**src/rtl/conv2_scheduler.sv**
```systemverilog
// Single-MAC 2-D valid convolution sequencer: K2+2 cycles per output, OUT*OUT*(K2+2) per pass, start ignored while busy.
// Optional CONV2_SCHED_RELU_EN clamps negative saturated results to zero; timing is unchanged.
module conv2_scheduler #(
  parameter int SIZE      = 8,
  parameter int SIZEKer   = 3,
  parameter int WIDTH_BIT = 16
) (
  input  logic                                                clock,
  input  logic                                                nreset,
  input  logic                                                start,
  output logic                                                busy,
  output logic                                                done,
  output logic                                                img_rd,
  output logic [$clog2(SIZE*SIZE)-1:0]                        img_addr,
  input  logic [WIDTH_BIT-1:0]                                img_data,
  output logic                                                ker_rd,
  output logic [$clog2(SIZEKer*SIZEKer)-1:0]                  ker_addr,
  input  logic [WIDTH_BIT-1:0]                                ker_data,
  output logic                                                out_we,
  output logic [$clog2((SIZE-SIZEKer+1)*(SIZE-SIZEKer+1))-1:0] out_addr,
  output logic [WIDTH_BIT-1:0]                                out_data
);
  localparam int K2   = SIZEKer * SIZEKer;
  localparam int OUT  = SIZE - SIZEKer + 1;
  localparam int IAW  = $clog2(SIZE * SIZE);
  localparam int KAW  = $clog2(K2);
  localparam int OAW  = $clog2(OUT * OUT);
  localparam int W    = WIDTH_BIT;
  localparam int ACCW = 2 * W + $clog2(K2);
  localparam int KCW  = $clog2(SIZEKer + 1);
  localparam int OCW  = $clog2(OUT + 1);

  typedef enum logic [2:0] {S_IDLE, S_FETCH, S_DRAIN, S_WRITE, S_FINISH} state_t;

  state_t                  r_state;
  logic [KCW-1:0]          r_kr, r_kc;
  logic [OCW-1:0]          r_r, r_c;
  logic                    r_tap_vld, r_tap_first;
  logic signed [ACCW-1:0]  r_acc;

  logic                    w_last_kc, w_last_kr, w_last_c, w_last_r;
  logic [KCW-1:0]          w_kc_nxt, w_kr_nxt;
  logic [OCW-1:0]          w_c_nxt, w_r_nxt;
  logic signed [2*W-1:0]   w_prod;
  logic signed [ACCW-1:0]  w_acc_next;
  logic [ACCW-W:0]         w_top;
  logic [W-1:0]            w_sat, w_res;

  function automatic logic [IAW-1:0] img_a(input logic [OCW-1:0] r, input logic [OCW-1:0] c,
                                           input logic [KCW-1:0] kr, input logic [KCW-1:0] kc);
    return IAW'((int'(r) + int'(kr)) * SIZE + int'(c) + int'(kc));
  endfunction

  function automatic logic [KAW-1:0] ker_a(input logic [KCW-1:0] kr, input logic [KCW-1:0] kc);
    return KAW'(int'(kr) * SIZEKer + int'(kc));
  endfunction

  assign w_last_kc = (r_kc == KCW'(SIZEKer - 1));
  assign w_last_kr = (r_kr == KCW'(SIZEKer - 1));
  assign w_last_c  = (r_c == OCW'(OUT - 1));
  assign w_last_r  = (r_r == OCW'(OUT - 1));
  assign w_kc_nxt  = w_last_kc ? '0 : r_kc + 1'b1;
  assign w_kr_nxt  = w_last_kc ? r_kr + 1'b1 : r_kr;
  assign w_c_nxt   = w_last_c ? '0 : r_c + 1'b1;
  assign w_r_nxt   = w_last_c ? r_r + 1'b1 : r_r;

  // Tap 0 loads the accumulator directly, so no clear cycle is needed between outputs.
  assign w_prod     = $signed(img_data) * $signed(ker_data);
  assign w_acc_next = r_tap_first ? {{(ACCW-2*W){w_prod[2*W-1]}}, w_prod}
                                  : r_acc + {{(ACCW-2*W){w_prod[2*W-1]}}, w_prod};
  assign w_top      = w_acc_next[ACCW-1:W-1];

  always_comb begin
    w_sat = w_acc_next[W-1:0];
    if (!((&w_top) || !(|w_top)))
      w_sat = w_acc_next[ACCW-1] ? {1'b1, {(W-1){1'b0}}} : {1'b0, {(W-1){1'b1}}};
  end

`ifdef CONV2_SCHED_RELU_EN
  assign w_res = w_sat[W-1] ? '0 : w_sat;
`else
  assign w_res = w_sat;
`endif

  always_ff @(posedge clock or negedge nreset) begin
    if (!nreset) begin
      r_state     <= S_IDLE;
      r_kr        <= '0;
      r_kc        <= '0;
      r_r         <= '0;
      r_c         <= '0;
      r_tap_vld   <= 1'b0;
      r_tap_first <= 1'b0;
      r_acc       <= '0;
      busy        <= 1'b0;
      done        <= 1'b0;
      img_rd      <= 1'b0;
      ker_rd      <= 1'b0;
      img_addr    <= '0;
      ker_addr    <= '0;
      out_we      <= 1'b0;
      out_addr    <= '0;
      out_data    <= '0;
    end else begin
      r_tap_vld   <= img_rd;
      r_tap_first <= img_rd && (ker_addr == '0);
      if (r_tap_vld) r_acc <= w_acc_next;
      case (r_state)
        S_IDLE, S_FINISH: begin
          if (start) begin
            r_state  <= S_FETCH;
            busy     <= 1'b1;
            done     <= 1'b0;
            r_r      <= '0;
            r_c      <= '0;
            r_kr     <= '0;
            r_kc     <= '0;
            img_rd   <= 1'b1;
            ker_rd   <= 1'b1;
            img_addr <= '0;
            ker_addr <= '0;
          end
        end
        S_FETCH: begin
          if (w_last_kc && w_last_kr) begin
            img_rd  <= 1'b0;
            ker_rd  <= 1'b0;
            r_kr    <= '0;
            r_kc    <= '0;
            r_state <= S_DRAIN;
          end else begin
            r_kr     <= w_kr_nxt;
            r_kc     <= w_kc_nxt;
            img_addr <= img_a(r_r, r_c, w_kr_nxt, w_kc_nxt);
            ker_addr <= ker_a(w_kr_nxt, w_kc_nxt);
          end
        end
        // Last tap's data arrives now; fold it in combinationally and register the result.
        S_DRAIN: begin
          out_we   <= 1'b1;
          out_data <= w_res;
          out_addr <= OAW'(int'(r_r) * OUT + int'(r_c));
          r_state  <= S_WRITE;
        end
        S_WRITE: begin
          out_we <= 1'b0;
          if (w_last_c && w_last_r) begin
            r_state <= S_FINISH;
            busy    <= 1'b0;
            done    <= 1'b1;
          end else begin
            r_c      <= w_c_nxt;
            r_r      <= w_r_nxt;
            img_rd   <= 1'b1;
            ker_rd   <= 1'b1;
            img_addr <= img_a(w_r_nxt, w_c_nxt, KCW'(0), KCW'(0));
            ker_addr <= '0;
            r_state  <= S_FETCH;
          end
        end
        default: r_state <= S_IDLE;
      endcase
    end
  end
endmodule
```
**config.mk**
```make
export PLATFORM = sky130hd
export DESIGN_NAME = conv2_scheduler
export DESIGN_NICKNAME = d
export VERILOG_FILES = /design/src/rtl/conv2_scheduler.sv
export SDC_FILE = /design/constraint.sdc
export NUM_CORES = 1
export LEC_CHECK = 0
export BUFFER_PORTS_ARGS = -buffer_cell sky130_fd_sc_hd__buf_2
export CORE_MARGIN = 3
export CORE_UTILIZATION = 62
export DETAILED_ROUTE_END_ITERATION = 7
export PLACE_DENSITY_LB_ADDON = 0.05
export SLEW_MARGIN = 20
export SYNTH_ARGS = -nofsm -noshare
export SYNTH_HDL_FRONTEND = slang
export SYNTH_SLANG_ARGS = --single-unit
export TNS_END_PERCENT = 50
```
**constraint.sdc**
```tcl
create_clock -name clock -period 5.07 [get_ports clock]
set_input_delay 0.2535 -clock clock [delete_from_list [all_inputs] [get_ports clock]]
set_output_delay 0.2535 -clock clock [all_outputs]
set_load 0.01 [all_outputs]
```
* Yosys cells after proc, flatten, opt, wreduce, memory -nomap -nowiden
Cells that the tools add are included.
** Cells by class
- Add/subtract/negate cells :: 11
- $mul :: 3
- Div/mod/pow operators :: 0
- Order comparisons :: 0
- Equal/unequal tests :: 13
- Shifts and indexed selects :: 0
- Multiplexer cells :: 39
- Bitwise gates (word level) :: 0
- Reduce and logical (&&, ||, !) cells :: 20
** Operators by type and width (number)
- 36-bit adder :: 1
- 36-bit 2-to-1 mux :: 1
- 16-bit by 16-bit multiplier with 32-bit output :: 1
- 16-bit 2-to-1 mux :: 2
- 3-bit 2-to-1 mux :: 8
- 21-bit AND reduction :: 1
- 21-bit OR reduction :: 1
- 6-bit by 3-bit adder with 6-bit output :: 3
- 6-bit 2-to-1 mux :: 3
- 6-bit case mux with 3 select lines :: 1
- 4-bit 2-to-1 mux :: 3
- 3-bit case mux with 2 select lines :: 2
- 3-bit case mux with 4 select lines :: 1
- 4-bit case mux with 3 select lines :: 1
- 2-bit 2-to-1 mux :: 5
- 2-bit != test (second input constant) :: 5
- 3-bit equality test (second input constant) :: 3
- 2-bit case mux with 2 select lines :: 2
- 4-bit AND reduction :: 2
- 3-bit by 1-bit adder with 3-bit output (second input constant) :: 2
- 6-bit by 2-bit adder with 6-bit output :: 1
- 3-bit by 2-bit equality test with 1-bit output (second input constant) :: 2
- 1-bit 2-to-1 mux :: 6
- 1-bit case mux with 2 select lines :: 3
- other kinds (18) :: 26
** Word-level totals
- Flip-flop bits (word level) :: 87
- Bits in latches :: 0
- Memory bits (writable) :: 0
- ROM bits :: 0
- Input bits :: 35
- Memories kept :: 0

* Logic depth before layout (Yosys ltp)
- Depth after elaboration :: 7
- Gate-level depth with buffers :: 36
- Depth with buffers taken out :: 33

* Worst setup path after synthesis
OpenSTA, ideal clock, no wires.
- Path type :: in2reg
- Start point :: input img_data[15]
- End point :: register out_data[10]
- Library setup time :: 0.144 ns
- Data arrival time :: 8.425 ns
- Data required time :: 4.926 ns
- Slack :: -3.498 ns
- Stages on the path :: 32
- Buffers on the path :: 3
- Cell sequence :: clkbuf_1 nand2_1 fa_1 inv_1 fa_1 fa_1 fa_1 fa_1 inv_1 fa_1 inv_1 ha_1 buf_2 and3_1 a221oi_2 a21oi_1 a221o_1 a31oi_1 xnor2_1 ha_1 a21oi_1 o21ai_0 a31oi_1 a2111o_1 and2_1 o21ai_0 xnor2_1 nor2_1 or4_4 buf_6 a2111oi_2 o221ai_1
** On the way
- Longest elaborated chain between the ends :: 7
- Elaborated cells between the ends (all ways) :: 9
** RTL lines
- from (decl) :: line 15 : input logic [WIDTH_BIT-1:0] img_data,
- 16-bit by 16-bit multiplier with 32-bit output * :: line 68 : assign w_prod = $signed(img_data) * $signed(ker_data);
- 36-bit adder :: line 70 : : r_acc + {{(ACCW-2*W){w_prod[2*W-1]}}, w_prod};
- 36-bit 2-to-1 mux * :: line 69 : assign w_acc_next = r_tap_first ? {{(ACCW-2*W){w_prod[2*W-1]}}, w_prod}
- 21-bit OR reduction :: line 75 : if (!((&w_top) || !(|w_top)))
- 1-bit logical NOT :: line 75
- 1-bit logical OR :: line 75
- 16-bit 2-to-1 mux * :: line 75
- to (signal assigned) :: line 141 : out_data <= w_res;
- to (decl) :: line 21 : output logic [WIDTH_BIT-1:0] out_data
Every way passes the cells marked *; elsewhere a longest branch is shown, timed or not.
A chain may end at the register's enable or synchronous reset.

* Worst setup path in the final report
- Start point :: input ker_data[14]
- End point :: register out_data[1]
** On the way
- Longest elaborated chain between the ends :: 7
- Elaborated cells between the ends (all ways) :: 9
** RTL lines
- from (decl) :: line 18 : input logic [WIDTH_BIT-1:0] ker_data,
- 16-bit by 16-bit multiplier with 32-bit output * :: line 68
- 36-bit adder :: line 70
- 36-bit 2-to-1 mux * :: line 69
- 21-bit OR reduction :: line 75
- 1-bit logical NOT :: line 75
- 1-bit logical OR :: line 75
- 16-bit 2-to-1 mux * :: line 75
Marks and branches as above.

==> flow_summary_export.csv <==
group,metric,value,unit
status,status,"finished with violations",
status,failing_checks,"negative setup slack",
worst_setup_path,critical-path-slowest-cell,"sky130_fd_sc_hd__fa_1",
place,hpwl,38.6,mm
layout,antennaDiodeCount,0,
timing,timing_worst_slew_pin_value,0.988,ns
drt,routed_via_density,6.01,
clock_network,cts_root_buffer,"sky130_fd_sc_hd__clkbuf_16",
drt,drt_first_iter_violations,1374,
worst_setup_path,required,5.28,ns
grt,first_global_vias,16400,
die,core_area,27000,sq um
worst_setup_path,cell_depth_of_the_worst_flop_to_flop_path,16,
yosys,synth_enable_flop_cells,0,
place,gp_congestion,0.963,
yosys,synth.yosys.warnings,0,
layout,flow.area_growth_from_synthesis,35.8,%
timing,worst_setup_slack_after_layout,-3.03,ns
die,die_h,172,microns
timing,timing.final.setup_violations,43,
worst_setup_path,timing.critical_path.mode_cell,"sky130_fd_sc_hd__fa_1",
yosys,synth.distinct_cells,90,
timing,worst_clock_skew_on_the_final_layout,0.00914,ns
yosys,synthArstFlopShare,1.00,
yosys,post_synth_main_area_contributors,"sky130_fd_sc_hd__fa_1 (32%), sky130_fd_sc_hd__dfrtp_1 (13%), sky130_fd_sc_hd__ha_1 (9.5%), sky130_fd_sc_hd__inv_1 (6.7%), sky130_fd_sc_hd__and2_1 (4.8%)",
yosys,synth_ff_type,"sky130_fd_sc_hd__dfrtp_1",
grt,grtUsageTotal,0.342,
worst_setup_path,critPathMaxFanout,8,
clock_network,insertion_delay,0.35,ns
worst_hold_path,hp-start,"start",
drt,postRouteAntennaNets,0,
clock_network,numClockSinks,87,
timing,finalCriticalPeriod,8.10,ns
yosys,synthCells,1908,
timing,maxSlewHeadroom,0.337,
timing,grt_setup_unrepaired,"yes",
timing,hold_viol_final,0,
layout,post_route_cells_drive_above_1_share,0.357,
yosys,yosys.cell_count.top_type,"sky130_fd_sc_hd__inv_1",
worst_setup_path,crit_path_start_kind,"input port",
worst_setup_path,regToRegEndpoint,"out_data[8]",
drt,vias,16200,
layout,num-nets-final,2777,
place,preCtsSetupSlack,-3.56,ns
worst_setup_path,critical_path_buffers_and_inverters,8,
yosys,synth.avg_cell_area,8.93,sq um
die,fp.dieArea,29500,sq um
die,floorplan.die.width,172,microns
worst_setup_path,rrSetupSlack,0.78,ns
timing,maxSlewViolCount,0,
timing,final_min_period_over_clock_period,1.60,
die,std_cell_rows,60,
drt,wl,53.8,mm
layout,postLayoutCoreUtil,0.857,
worst_hold_path,min_to,"r_state[2]",
layout,multi_input_comb_area,15000,sq um
grt,antenna_found_initial,0,
yosys,yosysTopAreaCellShare,0.316,
place,buffer_ports.inserted,71,
worst_setup_path,setup.worst_path.class,"input port to flop",
yosys,synth.net_count,2341,
layout,seq_area,2180,sq um
grt,first_pass_grt_wire_length,81.3,mm
worst_hold_path,timing.hold.worst.class,"input port to flop",
job,max_cap_viol_count,0,
drt,routedWlPerCell,20.0,microns
layout,filler_cell_count,1487,
clock_network,clock_buffers_created_by_tritoncts,9,
clock_network,clockBufferDepth,2,
worst_setup_path,timing.critical_path.arrival,8.31,ns
yosys,syn_area,17000,sq um
worst_setup_path,critical_path.reg2reg.startpoint,"r_acc[0]",
grt,grt_start_max_net_pins,53,
clock_network,cts_tree,"built",
drt,detailedRoute.firstPassIterationCount,5,
grt,grt-ovfl-total,0,
die,io-pin-count,72,
worst_hold_path,hold_crit_depth,3,
worst_setup_path,critical-path-max-stage-delay,0.57,ns
yosys,seq_area_frac_synth,0.128,
yosys,yosys_reg_bits,87,
yosys,synth_top_area_cell,"sky130_fd_sc_hd__fa_1",
worst_setup_path,cp_top_family,"adder cells",
yosys,commonest_cells_in_the_netlist,"sky130_fd_sc_hd__inv_1 (303), sky130_fd_sc_hd__fa_1 (269), sky130_fd_sc_hd__nand2_1 (213), sky130_fd_sc_hd__and2_1 (130), sky130_fd_sc_hd__ha_1 (129)",
clock_network,clock_tree.htree_level_count,3,
drt,drc,0,
die,initial_utilization,0.631,
clock_network,cts.reportedPaths.clkPinSlew,0.08,ns
worst_setup_path,crit_cells,31,
worst_setup_path,end_kind,"flop",
timing,fmax,123,MHz
per-layer routing:
layer	wire length [microns]	GRT usage	vias to the layer above
met5	0	0	-
met3	3560	0.0549	190
met1	21100	0.452	8057
li1	-	-	7115
met2	26900	0.586	810
met4	2200	0.0993	0
worst max path at each step:
stage	from	end	slack, ns
floorplan	img_data[15]	out_data[10]	-2.67
global placement	ker_data[2]	out_data[12]	-3.43
detailed placement	ker_data[2]	out_data[0]	-3.56
CTS	ker_data[4]	out_data[9]	-2.96
global route	img_data[15]	out_data[1]	-3.36
finish	ker_data[14]	out_data[1]	-3.03
per-stage QoR:
stage                     cell area, sq um  cells  TNS, ns  hold slack, ns
after global routing                 23200   2690  -104.98           0.194
final                                23200   2690   -94.92           0.202
after floorplan                      17800   1908   -79.56         -0.0421
after detailed placement             20500   2581  -118.18           0.341
after global placement               20500   2581  -113.36           0.333
after CTS                            22000   2644   -90.96           0.196
state kept, by name, indices dropped and copies added (netlist names):
register     cells
r_acc           36
out_data        16
img_addr         6
out_addr         6
ker_addr         4
r_c              3
r_r              3
r_state          3
r_kc             2
r_kr             2
busy             1
done             1
ker_rd           1
out_we           1
r_tap_first      1
r_tap_vld        1
tightest hold or removal path: stages:
cell                       delay, ns
sky130_fd_sc_hd__buf_2          0.10
sky130_fd_sc_hd__nand3b_1       0.09
sky130_fd_sc_hd__o21ai_0        0.07
cells in the final DEF (no fill, tap or decap), types with 62 or more instances in the layout:
cell / instances
sky130_fd_sc_hd__buf_4: 382
sky130_fd_sc_hd__inv_1: 275
sky130_fd_sc_hd__fa_1: 255
sky130_fd_sc_hd__nand2_1: 196
sky130_fd_sc_hd__and2_1: 105
sky130_fd_sc_hd__ha_1: 94
sky130_fd_sc_hd__dfrtp_1: 86
sky130_fd_sc_hd__nor2_1: 84
sky130_fd_sc_hd__a21oi_1: 82
sky130_fd_sc_hd__buf_6: 62
cells by family after synthesis:
family / synth area share
AO/OA/AOI/OAI: 0.143
adder cells (fa/ha/maj): 0.411
flip-flops: 0.128
AND/OR/NAND/NOR: 0.170
multiplexers: 0.0170
buffers and inverters: 0.0942
XOR/XNOR: 0.0375
repair_timing:
action	CTS	global route
hold buffers	1	0
endpoints found under the setup margin	45	45
pin swaps	106	141
gates resized for setup	195	192
buffers inserted	43	48
hold endpoints to repair	51	0
gates cloned	4	0
area by class of cell:
cell class,count,share of cell area
flip-flops and latches,87,0.0941
clock inverters,7,0.00313
multi-input cells,1436,0.646
repair buffers,507,0.180
inverters,303,0.0492
clock buffers,9,0.00972
well taps,341,0.0184
Power is left out: the tool's default activity adds up to more than one toggle a clock period on the data nets, which glitch-free logic cannot reach.
